$ cat src/rtl/fifo_sdp_ctrl.sv
// First-word-fall-through FIFO controller for an external simple dual-port RAM with registered read.
// Optional macro FIFO_LEVEL_EN adds a registered 'level' output (RAM words plus output register).
module fifo_sdp_ctrl #(
    parameter int DATA_WIDTH = 8,
    parameter int ADDR_WIDTH = 4
) (
    input  logic                  clock,
    input  logic                  reset,
    input  logic                  in_valid,
    output logic                  in_ready,
    input  logic [DATA_WIDTH-1:0] in_data,
    output logic                  out_valid,
    input  logic                  out_ready,
    output logic [DATA_WIDTH-1:0] out_data,
    output logic                  ram_wenable,
    output logic [ADDR_WIDTH-1:0] ram_waddr,
    output logic [DATA_WIDTH-1:0] ram_wdata,
    output logic                  ram_renable,
    output logic [ADDR_WIDTH-1:0] ram_raddr,
    input  logic [DATA_WIDTH-1:0] ram_rdata
`ifdef FIFO_LEVEL_EN
    ,
    output logic [ADDR_WIDTH:0]   level
`endif
);

    localparam logic [ADDR_WIDTH:0] FULL_COUNT = {1'b1, {ADDR_WIDTH{1'b0}}};

    logic [ADDR_WIDTH-1:0] wptr_reg, wptr_next;
    logic [ADDR_WIDTH-1:0] rptr_reg, rptr_next;
    logic [ADDR_WIDTH:0]   count_reg, count_next;
    logic                  out_valid_reg, out_valid_next;
    logic                  pop;

    // count tracks RAM occupancy only; the RAM output register is the FIFO head
    always_comb begin
        in_ready    = ~reset & (count_reg != FULL_COUNT);
        ram_wenable = in_valid & in_ready;
        pop         = out_valid_reg & out_ready;
        ram_renable = ~reset & (count_reg != '0) & (~out_valid_reg | out_ready);

        wptr_next  = wptr_reg + {{(ADDR_WIDTH-1){1'b0}}, ram_wenable};
        rptr_next  = rptr_reg + {{(ADDR_WIDTH-1){1'b0}}, ram_renable};
        count_next = count_reg + {{ADDR_WIDTH{1'b0}}, ram_wenable}
                               - {{ADDR_WIDTH{1'b0}}, ram_renable};

        out_valid_next = out_valid_reg;
        if (ram_renable) begin
            out_valid_next = 1'b1;
        end else if (pop) begin
            out_valid_next = 1'b0;
        end
    end

    assign ram_waddr = wptr_reg;
    assign ram_wdata = in_data;
    assign ram_raddr = rptr_reg;
    assign out_data  = ram_rdata;
    assign out_valid = out_valid_reg;

    always_ff @(posedge clock) begin
        if (reset) begin
            wptr_reg      <= '0;
            rptr_reg      <= '0;
            count_reg     <= '0;
            out_valid_reg <= 1'b0;
        end else begin
            wptr_reg      <= wptr_next;
            rptr_reg      <= rptr_next;
            count_reg     <= count_next;
            out_valid_reg <= out_valid_next;
        end
    end

`ifdef FIFO_LEVEL_EN
    logic [ADDR_WIDTH:0] level_reg;

    always_ff @(posedge clock) begin
        if (reset) begin
            level_reg <= '0;
        end else begin
            level_reg <= count_next + {{ADDR_WIDTH{1'b0}}, out_valid_next};
        end
    end

    assign level = level_reg;
`endif

endmodule
$ cat config.mk
export PLATFORM = sky130hd
export DESIGN_NAME = fifo_sdp_ctrl
export DESIGN_NICKNAME = d
export VERILOG_FILES = /design/src/rtl/fifo_sdp_ctrl.sv
export SDC_FILE = /design/constraint.sdc
export NUM_CORES = 1
export LEC_CHECK = 0
export BUFFER_PORTS_ARGS = -buffer_cell sky130_fd_sc_hd__buf_4
export CORE_UTILIZATION = 42
export CTS_CLUSTER_DIAMETER = 100
export DETAILED_ROUTE_END_ITERATION = 7
export GPL_TIMING_DRIVEN = 0
export PLACE_DENSITY = 0.78
export SYNTH_ARGS = -nofsm -noshare
export SYNTH_HDL_FRONTEND = slang
export SYNTH_SLANG_ARGS = --single-unit
$ cat constraint.sdc
create_clock -name clock -period 2.8 [get_ports clock]
set_clock_uncertainty 0.05 [all_clocks]
set_input_delay 0.56 -clock clock [delete_from_list [all_inputs] [get_ports clock]]
set_output_delay 0.56 -clock clock [all_outputs]
set_load 0.02 [all_outputs]
# [Word level (Yosys, flattened, before mapping)]
# Cells that the tools add are included.
[totals] word_cells=21 reg_bits=14
[op_classes] eq_ne=1 n_reduce_logical=2 add_sub_neg=4 bitwise_logic=8 muxes=2
[op_table] op="$add A4 B1 Y4" n=2
[op_table] op="$add A5 B1 Y5" n=1
[op_table] op="$and A1 B1 Y1" n=5
[op_table] op="$ne A5 B5 Y1 const B" n=1
[op_table] op="$reduce_bool A5 Y1" n=1
[op_table] op="$sub A5 B1 Y5" n=1
[op_table] op="$mux W1" n=2
[op_table] op="$not A1 Y1" n=2
[op_table] op="$reduce_bool A2 Y1" n=1
[op_table] op="$or A1 B1 Y1" n=1

# [Depth between registers and ports, before layout]
[logic_depth] ltp_word=5 ltp_mapped=11 mapped_depth_nobuf=11

# [Worst setup path after synthesis]
# No wires, ideal clock.
[synth_path] path_kind="register to register" from="reg count_reg[3]" to="reg count_reg[4]" synth_period_minus_slack_ps=2486 path_stages_with_launch=12 required_ps=2636 n_path_buf=0 setup_slack_ps=314 arrival_ps=2322 path_cell_list="dfxtp_1 -> inv_1 -> ha_1 -> nor4b_1 -> nor2_1 -> ha_1 -> inv_1 -> ha_1 -> fa_1 -> a21oi_1 -> o21ai_0 -> a21bo_1"
[synth_between] word_cells_on_any_way=8 classes_between="2 x add/sub; 1 x eq/ne; 4 x bitwise; 1 x reduce/logical"
[synth_lines] element="from (decl)" line_no="31" source="logic [ADDR_WIDTH:0] count_reg, count_next;"
[synth_lines] element="from (signal assigned)" line_no="70" source="count_reg <= count_next;"
[synth_lines] element="$reduce_bool A5 Y1" line_no="40" source="ram_renable = ~reset & (count_reg != '0) & (~out_valid_reg | out_ready);"
[synth_lines] element="$and A1 B1 Y1 (2 in a row)" line_no="40"
[synth_lines] element="net ram_renable" line_no="18" source="output logic ram_renable,"
[synth_lines] element="$sub A5 B1 Y5" line_no="45" source="- {{ADDR_WIDTH{1'b0}}, ram_renable};"
# The timed path passes the listed nets, and every way through them passes these cells.
# A chain may end at the register's enable or synchronous reset.

# [Final worst setup path]
[layout_path] from="reg count_reg[3]" to="reg count_reg[4]"
[layout_between] elab_chain_len=5 word_cells_on_any_way=8 classes_between="2 x add/sub; 1 x eq/ne; 4 x bitwise; 1 x reduce/logical"
[layout_rtl] element="$ne A5 B5 Y1" line_no="37" source="in_ready = ~reset & (count_reg != FULL_COUNT);"
[layout_rtl] element="$and A1 B1 Y1" line_no="37"
[layout_rtl] element="$and A1 B1 Y1" line_no="38" source="ram_wenable = in_valid & in_ready;"
[layout_rtl] element="$add A5 B1 Y5" line_no="44" source="count_next = count_reg + {{ADDR_WIDTH{1'b0}}, ram_wenable}"
[layout_rtl] element="$sub A5 B1 Y5 *" line_no="45"
# Every way passes the cells marked *; elsewhere a longest branch is shown, timed or not.

==> results_dict.tcl <==
set metrics [dict create \
    status "finished, final reports clean" \
    cp-end-kind "register" \
    cp-start-kind "register" \
    rsz0062_at_grt "false" \
    grt_max_degree 11 \
    synth-main-ff-cell "dfxtp_1" \
    tritoncts "yes" \
    fin_crit_ps 2570 \
    grt_pass1_vias 634 \
    cts_resized 0 \
    worst-path-max-fanout 3 \
    area_delta_synth_final_pct 37.9 \
    htreeDepth 1 \
    ys_top_cells_by_area "dfxtp_1 (35%), ha_1 (15%), buf_4 (15%)" \
    tns_ps 0 \
    synth_common_cells "buf_4 (16), dfxtp_1 (14), ha_1 (10), inv_1 (8), nor2_1 (8)" \
    die_x_um 45.9 \
    total_power_uw 906 \
    postSynthCellCount 87 \
    diodes 0 \
    synth_top_area_frac 0.347 \
    cts_hold_buf 0 \
    slew_viol_final 0 \
    vdd_drop_max_uv 502 \
    synth_edf_count 0 \
    syn_nets 118 \
    hpwl_um 1240 \
    drv_cap 0 \
    powerDensity_mw_per_mm2 813 \
    track_usage 0.165 \
    hp-class "input port to register" \
    critPathRequiredTime_ps 2930 \
    fin_crit_sh 0.917 \
    die_height_um 45.9 \
    die_area_mm2 0.00210 \
    drt_iter0_drc 4 \
    route.detailed.wl_per_inst_um 11.0 \
    fmax_ghz 0.389 \
    vias 689 \
    tightest_slew_ps 260 \
    num_rows 15 \
    io_pins 48 \
    antenna_found_initial 0 \
    first_pass_iters 5 \
    fill_cells 172 \
    numClockSinks 14 \
    leakage_nw 0.572 \
    layout-drive-gt1-share 0.443 \
    yosysTopAreaCell "dfxtp_1" \
    clock_tree.buffer_depth 2 \
    viasPerCell 4.69 \
    synthArstFlopShare 0 \
    cts_root_buf "clkbuf_4" \
    worstHoldPathCells 2 \
    slew_headroom 0.824 \
    place.gp.congestion 0.808 \
    setup_viol 0 \
    r2r_cells 11 \
    drc 0 \
    synth.distinct_cells 21 \
    cts_buffers 3 \
    layout.nets 154 \
    finalHoldViolations 0 \
    fp.coreArea_mm2 0.00176 \
    arrival_ps 2700 \
    ys_ff_latch 14 \
    initial_utilization 0.458 \
    path_class "register to register" \
    overflow 0 \
    io_buffers 31 \
    totalWireLength_um 1610 \
    ant_nets 0 \
    syn_area_um2 808 \
    ys_seq_area_frac 0.347 \
    synth_warnings 0 \
    post-cts-setup-buffers 0 \
    clkTransAtPathRegs_ps 80 \
    yosysMostFrequentCell "buf_4" \
    avgSynthCellArea_um2 9.29 \
    clk_latency_ps 280 \
    largest_reg_flops 5 \
    grt_pass1_wl_um 2430 \
]
-- cell usage in the layout (no fill, tap or decap), drive strengths merged --
| cell | count |
|---|---|
| xor2 | 2 |
| nor2b | 6 |
| nor2 | 8 |
| buf | 48 |
| a31o | 1 |
| ha | 10 |
| a21bo | 1 |
| nand2b | 2 |
| a21oi | 4 |
| xnor2 | 4 |
| a41oi | 1 |
| dfxtp | 14 |
| and2 | 1 |
| nor4b | 1 |
| nand3 | 3 |
| nand2 | 1 |
| clkbuf | 4 |
| inv | 8 |
| fa | 1 |
| o21ai | 1 |
| o2111ai | 1 |
-- per-stage QoR --
step / setup WS, ps / area [µm²] / instances / hold WS, ps / util
2_1_floorplan: 314 / 808 / 87 / 445 / -
3_3_place_gp: 190 / 1070 / 143 / 444 / 0.608
3_5_place_dp: 148 / 1070 / 143 / 455 / 0.608
4_1_cts: 114 / 1110 / 147 / 441 / 0.628
5_1_grt: 53.8 / 1110 / 147 / 439 / 0.632
6_report: 232 / 1110 / 147 / 453 / 0.632
-- layer usage --
layer | wire, µm | vias to the layer above | global-route usage
met2 | 856 | 42 | 0.310
met3 | 138 | 4 | 0.0635
met1 | 602 | 307 | 0.156
met4 | 17 | 0 | 0.0706
met5 | 0 | - | 0
li1 | - | 336 | -
-- final cells by class --
type / count / area, µm² / area share
repair buffers: 31 / 233 / 0.209
well taps: 25 / 31.3 / 0.0281
clock buffers: 4 / 36.3 / 0.0325
plain buffers: 17 / 125 / 0.112
multi-input cells: 48 / 379 / 0.340
flip-flops and latches: 14 / 280 / 0.251
inverters: 8 / 30.0 / 0.0269
-- worst paths after layout --
kind                              startpoint           end  slack [ps]
worst max register to register  count_reg[3]  count_reg[4]         230
worst min register to register     out_valid     out_valid         480
worst min-delay path                   reset  ram_raddr[0]         450
worst max-delay path            count_reg[3]  count_reg[4]         230
-- cell families after synthesis --
family                   synth area share
XOR/XNOR                           0.0650
AO/OA/AOI/OAI                      0.0759
adder cells (fa/ha/maj)             0.180
buffers and inverters               0.192
flip-flops                          0.347
AND/OR/NAND/NOR                     0.141
-- worst max-delay path: stages, from the launching register on --
cell     delay, ps
dfxtp_1        340
inv_1           80
ha_1           160
nor4b_2        250
nor2_1         140
ha_1           300
inv_1           40
ha_1           200
fa_1           420
a21oi_1        200
o21ai_0        120
a21bo_1        180
-- power breakdown --
| group | leakage (nW) | switching (mW) | internal, mW |
|---|---|---|---|
| clock network | 0.0210 | 0.0650 | 0.0791 |
| registers | 0.115 | 0.0382 | 0.250 |
| logic | 0.436 | 0.243 | 0.230 |
(Power assumes the default switching activity.)
